## config.mk

```make
export PLATFORM = sky130hd
export DESIGN_NAME = hc_add_scheduler
export DESIGN_NICKNAME = d
export VERILOG_FILES = /design/src/rtl/hc_add_scheduler.sv
export SDC_FILE = /design/constraint.sdc
export NUM_CORES = 1
export LEC_CHECK = 0
export CAP_MARGIN = 20
export CELL_PAD_IN_SITES_DETAIL_PLACEMENT = 0
export CELL_PAD_IN_SITES_GLOBAL_PLACEMENT = 1
export CORE_ASPECT_RATIO = 0.6
export CORE_MARGIN = 8
export CORE_UTILIZATION = 36
export CTS_BUF_LIST = sky130_fd_sc_hd__clkbuf_4 sky130_fd_sc_hd__clkbuf_8 sky130_fd_sc_hd__clkbuf_16
export DETAILED_ROUTE_END_ITERATION = 8
export PLACE_DENSITY = 0.92
export SETUP_SLACK_MARGIN = 0.05
export SLEW_MARGIN = 20
export SYNTH_ARGS = -nofsm -noshare
export SYNTH_HDL_FRONTEND = slang
export SYNTH_SLANG_ARGS = --single-unit
```

## constraint.sdc

```tcl
create_clock -name clk -period 4.2 [get_ports clk]
set_input_delay 0.63 -clock clk [delete_from_list [all_inputs] [get_ports clk]]
set_output_delay 0.63 -clock clk [all_outputs]
set_load 0.005 [all_outputs]
```

## src/rtl/hc_add_scheduler.sv

```systemverilog
// rtl/hc_add_scheduler.sv - two-requester multi-precision add controller over one shared HCadd8
// Operands are walked one byte slice per cycle, LSB first, carry chained through carry_reg.

module hcadd8 (
    input  logic [7:0] a,
    input  logic [7:0] b,
    input  logic       cin,
    output logic [7:0] s,
    output logic       cout
);
    logic [7:0] g, p;
    logic g0c, g1_1, g1_3, p1_3, g1_5, p1_5, g1_7, p1_7;
    logic g2_5, p2_5, g2_7, p2_7;
    logic c2, c3, c4, c5, c6, c7;

    assign g = a & b;
    assign p = a ^ b;
    // cin is folded into bit 0 so every prefix group below spans down to the carry-in
    assign g0c  = g[0] | (p[0] & cin);

    // Han-Carlson: Kogge-Stone tree on odd bits, then one extra level fixes up even bits
    assign g1_1 = g[1] | (p[1] & g0c);
    assign g1_3 = g[3] | (p[3] & g[2]);
    assign p1_3 = p[3] & p[2];
    assign g1_5 = g[5] | (p[5] & g[4]);
    assign p1_5 = p[5] & p[4];
    assign g1_7 = g[7] | (p[7] & g[6]);
    assign p1_7 = p[7] & p[6];

    assign c3   = g1_3 | (p1_3 & g1_1);
    assign g2_5 = g1_5 | (p1_5 & g1_3);
    assign p2_5 = p1_5 & p1_3;
    assign g2_7 = g1_7 | (p1_7 & g1_5);
    assign p2_7 = p1_7 & p1_5;

    assign c5   = g2_5 | (p2_5 & g1_1);
    assign c7   = g2_7 | (p2_7 & c3);

    assign c2   = g[2] | (p[2] & g1_1);
    assign c4   = g[4] | (p[4] & c3);
    assign c6   = g[6] | (p[6] & c5);

    assign s    = p ^ {c6, c5, c4, c3, c2, g1_1, g0c, cin};
    assign cout = c7;
endmodule

module hc_add_scheduler #(
    parameter int WORDS = 4
) (
    input  logic                 clk,
    input  logic                 rst_n,
    input  logic                 req0_valid,
    output logic                 req0_ready,
    input  logic [8*WORDS-1:0]   req0_a,
    input  logic [8*WORDS-1:0]   req0_b,
    input  logic                 req0_cin,
    input  logic                 req1_valid,
    output logic                 req1_ready,
    input  logic [8*WORDS-1:0]   req1_a,
    input  logic [8*WORDS-1:0]   req1_b,
    input  logic                 req1_cin,
    output logic                 rsp_valid,
    input  logic                 rsp_ready,
    output logic [8*WORDS-1:0]   rsp_sum,
    output logic                 rsp_cout,
    output logic                 rsp_id,
    output logic                 busy
);
    localparam int W  = 8 * WORDS;
    localparam int KW = (WORDS > 1) ? $clog2(WORDS) : 1;

    typedef enum logic [1:0] {IDLE, RUN, DONE} state_t;

    state_t         state, state_nxt;
    logic [KW-1:0]  k;
    logic           ptr;
    logic [W-1:0]   a_lat, b_lat, sum_reg;
    logic           cin_lat, carry_reg, id_lat;
    logic           grant0, grant1, accept, last_slice;
    logic [7:0]     a_sl, b_sl, s_sl;
    logic           c_in_sl, c_out_sl;

    // ptr=0 favours req0, ptr=1 favours req1
    assign grant0     = req0_valid & (~req1_valid | ~ptr);
    assign grant1     = req1_valid & (~req0_valid | ptr);
    assign accept     = (state == IDLE) & (grant0 | grant1);
    assign last_slice = (k == KW'(WORDS - 1));

    always_ff @(posedge clk or negedge rst_n) begin
        if (!rst_n) state <= IDLE;
        else        state <= state_nxt;
    end

    always_comb begin
        state_nxt = state;
        case (state)
            IDLE:    if (accept) state_nxt = RUN;
            RUN:     if (last_slice) state_nxt = DONE;
            DONE:    if (rsp_ready) state_nxt = IDLE;
            default: state_nxt = IDLE;
        endcase
    end

    always_comb begin
        req0_ready = rst_n & (state == IDLE) & grant0;
        req1_ready = rst_n & (state == IDLE) & grant1;
        rsp_valid  = (state == DONE);
        busy       = (state == RUN) | (state == DONE);
    end

    always_comb begin
        a_sl = '0;
        b_sl = '0;
        for (int i = 0; i < WORDS; i++) begin
            if (k == KW'(i)) begin
                a_sl = a_lat[8*i +: 8];
                b_sl = b_lat[8*i +: 8];
            end
        end
        c_in_sl = (k == '0) ? cin_lat : carry_reg;
    end

    hcadd8 u_hcadd8 (
        .a    (a_sl),
        .b    (b_sl),
        .cin  (c_in_sl),
        .s    (s_sl),
        .cout (c_out_sl)
    );

    always_ff @(posedge clk or negedge rst_n) begin
        if (!rst_n) begin
            k         <= '0;
            ptr       <= 1'b0;
            a_lat     <= '0;
            b_lat     <= '0;
            cin_lat   <= 1'b0;
            id_lat    <= 1'b0;
            sum_reg   <= '0;
            carry_reg <= 1'b0;
        end else if (accept) begin
            a_lat   <= grant1 ? req1_a : req0_a;
            b_lat   <= grant1 ? req1_b : req0_b;
            cin_lat <= grant1 ? req1_cin : req0_cin;
            id_lat  <= grant1;
            ptr     <= ~grant1;
            k       <= '0;
        end else if (state == RUN) begin
            for (int i = 0; i < WORDS; i++) begin
                if (k == KW'(i)) sum_reg[8*i +: 8] <= s_sl;
            end
            carry_reg <= c_out_sl;
            k         <= k + 1'b1;
        end
    end

    assign rsp_sum  = sum_reg;
    assign rsp_cout = carry_reg;
    assign rsp_id   = id_lat;
endmodule

```

=== After elaboration in Yosys (flattened, before gate mapping) ===
Cells that the tools add are included.

* Register bits after elaboration: 104
* Output and inout port bits: 38

* Add/subtract/negate cells: 1
* Equal/unequal tests: 8
* Muxes and demuxes: 18
* Bitwise logic cells: 49
* Reductions and logical operators: 9

{| class="wikitable"
|+ Operators with widths
! cell !! number
|-
| 32-bit two-way mux || 2
|-
| 8-bit two-way mux || 8
|-
| 1-bit AND || 24
|-
| 1-bit OR || 17
|-
| 8-bit bitwise XOR || 2
|-
| 3-bit AND reduction || 5
|-
| 2-bit two-way mux || 5
|-
| 8-bit AND || 1
|-
| 2-bit equality test (second input constant) || 3
|-
| 2-bit case mux with 3 select lines || 1
|-
| 1-bit NOT || 5
|-
| 2-bit by 1-bit equality test with 1-bit output (second input constant) || 2
|-
| 2-bit zero test || 2
|-
| 2-bit inequality test (second input constant) || 2
|-
| 2-bit by 1-bit adder with 2-bit output (second input constant) || 1
|-
| 1-bit two-way mux || 2
|-
| 2-bit by 1-bit inequality test with 1-bit output (second input constant) || 1
|-
| 2-bit AND reduction || 1
|-
| 2-bit nonzero test || 1
|}

=== Longest topological paths before layout ===
* Depth in word-level cells: 15
* Mapped depth: 14
* Mapped depth without buffers: 12

=== Cells and area by module ===
From an unflattened synthesis, not the netlist that was laid out.

* Cell total of the unflattened synthesis: 441
* Area, all modules: 5,275.1 µm²

{| class="wikitable"
|+ Modules (own cells, without submodules)
! module !! times used !! cells an instance !! area each (µm²) !! sequential area each (µm²)
|-
| hc_add_scheduler || 1 || 405 || 4,956.0 || 2,602.5
|-
| hcadd8 || 1 || 36 || 319.1 || 0.0
|}

=== Least setup slack after synthesis ===
No wires, ideal clock.

* Path kind: register -> register
* From: register k[1]
* To: register sum_reg[29], in the netlist rsp_sum[29]
* Setup time: 0.136 ns
* Arrival: 3.199 ns
* Data required time: 4.064 ns
* Slack: 0.865 ns
* Stages on the path, launching flop included: 15
* Path through: dfrtp_1 -> inv_1 -> ha_1 -> buf_2 -> nor2b_4 -> buf_4 -> a221oi_1 -> o31ai_1 -> fa_1 -> fa_1 -> a21o_1 -> a21oi_1 -> fa_1 -> xor2_1 -> mux2i_1

* Cells in the longest elaborated chain, start to end: 15
* Elaborated cells on any way between the ends: 28

{| class="wikitable"
|+ RTL lines
! what !! line !! source
|-
| start: declaration || 75 || <nowiki>logic [KW-1:0] k;</nowiki>
|-
| start signal: assignment || 153 || <nowiki>k <= k + 1'b1;</nowiki>
|-
| 2-bit zero test || 115, 120 ||
|-
| 8-bit two-way mux (4 in a row) || 115 || <nowiki>if (k == KW'(i)) begin</nowiki>
|-
| 8-bit bitwise XOR || 17 || <nowiki>assign p = a ^ b;</nowiki>
|-
| 1-bit AND || 19 || <nowiki>assign g0c = g[0] | (p[0] & cin);</nowiki>
|-
| 1-bit OR || 19 ||
|-
| 1-bit AND || 22 || <nowiki>assign g1_1 = g[1] | (p[1] & g0c);</nowiki>
|-
| 1-bit OR || 22 ||
|-
| 1-bit AND || 30 || <nowiki>assign c3 = g1_3 | (p1_3 & g1_1);</nowiki>
|-
| 1-bit OR || 30 ||
|-
| 1-bit AND || 40 || <nowiki>assign c4 = g[4] | (p[4] & c3);</nowiki>
|-
| 1-bit OR || 40 ||
|-
| 8-bit bitwise XOR || 43 || <nowiki>assign s = p ^ {c6, c5, c4, c3, c2, g1_1, g0c, cin};</nowiki>
|-
| end signal: indexed assignment || 150 || <nowiki>if (k == KW'(i)) sum_reg[8*i +: 8] <= s_sl;</nowiki>
|-
| end: declaration || 77 || <nowiki>logic [W-1:0] a_lat, b_lat, sum_reg;</nowiki>
|}

Parallel ways exist; a longest one is shown, timed or not.
A chain may end at the register's enable or synchronous reset.

=== Worst setup path in the final report ===
* From: register k[1]
* To: register sum_reg[31], in the netlist rsp_sum[31]

* Cells in the longest elaborated chain, start to end: 15
* Elaborated cells on any way between the ends: 34

{| class="wikitable"
|+ RTL lines
! what !! line !! source
|-
| 2-bit zero test || 115, 120 ||
|-
| 8-bit two-way mux (4 in a row) || 115 ||
|-
| 8-bit bitwise XOR || 17 ||
|-
| 1-bit AND || 19 ||
|-
| 1-bit OR || 19 ||
|-
| 1-bit AND || 22 ||
|-
| 1-bit OR || 22 ||
|-
| 1-bit AND || 36 || <nowiki>assign c5 = g2_5 | (p2_5 & g1_1);</nowiki>
|-
| 1-bit OR || 36 ||
|-
| 1-bit AND || 41 || <nowiki>assign c6 = g[6] | (p[6] & c5);</nowiki>
|-
| 1-bit OR || 41 ||
|-
| 8-bit bitwise XOR || 43 ||
|}

Parallel ways exist; a longest one is shown, timed or not.

==> out/metrics.sh <==
DRT_ITER0_DRC=337
CELLINTERNALPOWER_mW=3.40
WORST-SLEW-PIN-TRANSITION_NS=0.737
OVERFLOW=0
VIA_PER_INST=5.29
YOSYSTOPAREACELLSHARE_PCT=49.8
CP_STARTPOINT_KIND='flop'
WORST_SLEW_MARGIN_REL_PCT=50.9
SYNTH_TOP_FAMILY_BY_AREA='compound AO/OA/AOI/OAI gates'
P_PER_AREA_mW_PER_MM2=761
POSTSYNTHAREAPERCELL_UM2=11.5
DIEAREA_MM2=0.0188
I_O_PIN_TOTAL=173
YOSYS.AREA_SHARE.XOR_XNOR_PCT=0.670
DETAILROUTE.VIA_COUNT=4297
DRT_FIRST_PASS_ITERS=4
NUM_ANTENNA_CELLS=0
SYNTH_COMMON_CELLS='dfrtp_1 (104), a221o_1 (69), and2_0 (50), nand2_1 (32)'
MAX_CAP_VIOLATIONS=0
POST_LAYOUT_NONFILLER_INSTANCES=812
SYNTH_COMPOUND_AREA_SHARE_PCT=22.4
TIMING.FINAL.SETUP_VIOLATIONS=0
CP_CELL_SEQUENCE='inv_1 > ha_1 > nor2b_4 > a221oi_1 > o31ai_1 > fa_1 > fa_1 > a211oi_1 > o21a_1 > fa_1 > xor2_1 > mux2i_1'
HP-CLASS='in -> async'
SYNTH-ADDER-AREA-SHARE_PCT=5.02
SYN_AREA_MM2=0.00523
LAYOUT_MIN_CYCLE_TIME_NS=3.75
SYNTH.NET_COUNT=608
AREA_GROWTH_SYN_TO_LAYOUT_PCT=40.5
SYNTH.TOP_CELLS.BY_AREA='dfrtp_1 (50%), a221o_1 (13%), and2_0 (6.0%)'
FINAL_NET_COUNT=762
POSTCTSSETUPBUFFERS=0
WORST-ENDPOINT-REQUIRED_NS=4.40
DP.CELLS=796
POST_CTS.RESIZED_INSTANCES=0
FLOORPLAN.DIE.WIDTH_UM=172
SORT_OF_ELEMENT_AT_THE_END_OF_THE_CRITICAL_PATH='flop'
SYNTH-SEQ-AREA-SHARE_PCT=49.8
ASYNCSETRESETFLOPFRACSYNTH_PCT=100
PRE_CTS_SLACK_NS=0.454
SWITCHING_SHARE_PCT=39.2
LAYOUT_WORST_PATH_CYCLE_SHARE_PCT=89.4
FINAL.SETUP.TNS_NS=0
SYNTH_AREA_LEADER_CELL='dfrtp_1'
CTS_TREE='done'
CRITICAL_PATH_CLASS='reg -> reg'
IR_WORST_VDD_V=0.000289
YOSYS_WARNINGS=0
NUMBER_OF_ANTENNA_VIOLATIONS_AT_THE_FIRST_CHECK_IN_GLOBAL_ROUTING=0
FINAL_LAYOUT_SIZE_SUFFIX_GT1_SHARE_PCT=6.19
DIE_H_UM=109
P_SWITCHING_mW=2.19
SYN-INSTANCE-COUNT=455
POWER_FRAC_COMB_PCT=53.3
NUMBER_OF_GLOBAL_ROUTE_VIAS_BEFORE_REPAIR=4733
CLOCK_SINK_COUNT=104
ANTENNA_LEFT=0
FILLERINSTANCES=1257
CTS.CLK_SLEW.WORST_PATHS_NS=0.07
SYNTH.DISTINCT_CELLS=38
SYNTHFLOPTYPE='dfrtp_1'
CP_SLOWEST_STAGE_DELAY_NS=0.53
CLOCK_INSERTION_DELAY_WORST_SKEW_NS=0.34
REPORT.FINAL.HOLD_VIOL_COUNT=0
WORST_PATH_MOST_REPEATED_CELL='fa_1'
POST-ROUTE-DRC-COUNT=0
SYNTH_ENABLE_FLOP_CELLS=0
CTS_HTREE_LEVELS=3
RUN_STATUS='finished, final reports clean'
GP_ROUTABILITY_CONGESTION=0.807
POWER.TOTAL_mW=5.59
SYNTH_SEQ_CELLS=104
MAX_CLOCK_FREQ_GHz=0.266
PORTBUFFERS=172
CLOCK-SKEW-FINAL_NS=0.0102
INITIAL_UTILIZATION_PCT=36.5
GRT_SETUP_UNREPAIRED='false'
DESIGN.CORE.AREA_MM2=0.0143
SYNTH_SIMPLE_GATE_AREA_SHARE_PCT=12.7
GLOBAL_ROUTE.USAGE.TOTAL_PCT=17.3
CTS_MADE_BUFFERS=9
WIRE_PER_INST_UM=19.8
CTS.HOLD.BUFFERS_ADDED=0
ROOT_BUFFER='clkbuf_16'
ARRIVAL_NS=3.96
SYNTHMOSTINSTANTIATEDCELL='dfrtp_1'
DRT_WL_TOTAL_UM=16100
CRITICAL_PATH_PEAK_FANOUT=15
STATIC-LEAKAGE-POWER_nW=3.05
DPL.HPWL_UM=12600
FINAL.SETUP.WORST_SLACK_NS=0.446
ROWS=34
GRT_PASS1_WL_UM=25200
POWER_FRAC_SEQ_PCT=32.4
POST_SYNTH_MUX_AREA_SHARE_PCT=4.16
PART_OF_THE_POWER_IN_THE_CLOCK_NETWORK_PCT=14.4
GRT_START_MAX_NET_PINS=70
MAXSLEWVIOLCOUNT=0
CTS_BUFFER_DEPTH=2
CRITICAL-PATH-SLOWEST-CELL='fa_1'
-- power by group through the flow --
stage                     Clock [mW]  Sequential (mW)  Combinational [mW]
after floorplan                    0             1.70                1.96
after global placement             0             1.83                2.86
after detailed placement           0             1.82                2.98
after CTS                      0.818             1.81                2.99
after global routing           0.857             1.86                3.28
final                          0.804             1.81                2.98
-- per-stage QoR --
| step | hold WS, ns | utilization, % | instance area (µm²) |
|---|---|---|---|
| floorplan | 0.334 | - | 5230 |
| global placement | 0.473 | 49.2 | 7060 |
| detailed placement | 0.486 | 49.2 | 7060 |
| CTS | 0.312 | 51.2 | 7350 |
| global route | 0.336 | 51.2 | 7350 |
| finish | 0.295 | 51.2 | 7350 |
-- placed cells by master (no fill, tap or decap), types with 10 or more instances in the layout --
cell	n
clkdlybuf4s50_1	171
o21ai_1	16
inv_1	15
a221oi_1	11
nor2b_1	13
nand2_1	32
mux2_2	10
a221o_1	69
and2_1	17
dfrtp_1	104
ha_1	13
a21oi_1	11
o31ai_1	11
and2_0	50
-- worst max-delay path, delay by kind of cell (launching register included) --
family | cells | cell delay (ns)
adders and majority gates | 4 | 1.58
and+or+nand+nor | 1 | 0.16
buffers and inverters | 1 | 0.11
AOI/OAI and AO/OA | 4 | 0.93
xor gates and xnor gates | 1 | 0.29
muxes | 1 | 0.13
DFF | 1 | 0.42
-- metal layers --
layer  GRT usage [%]  share of wire [%]
met5               0                  0
met2            26.1                 44
met1            24.6                 48
met4            3.09               0.48
met3            5.09                7.9
-- path summary, 6_finish.rpt --
check / from / to / slack [ns] / cells after the start
min reg2reg: rsp_sum[4]$_DFFE_PN0P_ / rsp_sum[4]$_DFFE_PN0P_ / 0.49 / 2
max: k[1]$_DFFE_PN0P_ / rsp_sum[31]$_DFFE_PN0P_ / 0.45 / 12
max reg2reg: k[1]$_DFFE_PN0P_ / rsp_sum[31]$_DFFE_PN0P_ / 0.45 / 12
min in group clk: rsp_sum[4]$_DFFE_PN0P_ / rsp_sum[4]$_DFFE_PN0P_ / 0.49 / 2
max in group asynchronous: rst_n / b_lat[15]$_DFFE_PN0P_ / 2.76 / 2
min: rst_n / rsp_sum[9]$_DFFE_PN0P_ / 0.29 / 1
-- flip-flops by register name (all words and copies together) (netlist names) --
name and count:
rsp_id 1, a_lat 32, ptr 1, rsp_sum 32, rsp_cout 1, b_lat 32, cin_lat 1, state 2
k 2
-- layout make-up --
cell class	count	area [µm²]	share of cell area, %
timing repair buffer	179	1770	24.1
clock inverter	4	28.8	0.392
inverter	15	56.3	0.766
multi-input combinational	300	2380	32.4
clock buffer	12	260	3.54
tap	198	248	3.37
sequential	104	2600	35.4
-- cell families (layout without fill, tap and decap cells) --
group | after synthesis | in the layout
AND/OR/NAND/NOR | 119 | 119
AO/OA/AOI/OAI | 139 | 139
buffers and inverters | 51 | 210
adder cells (fa/ha/maj) | 18 | 18
flip-flops | 104 | 104
XOR/XNOR | 4 | 4
multiplexers | 20 | 20
Note: power is estimated with default switching activity, not from simulation.
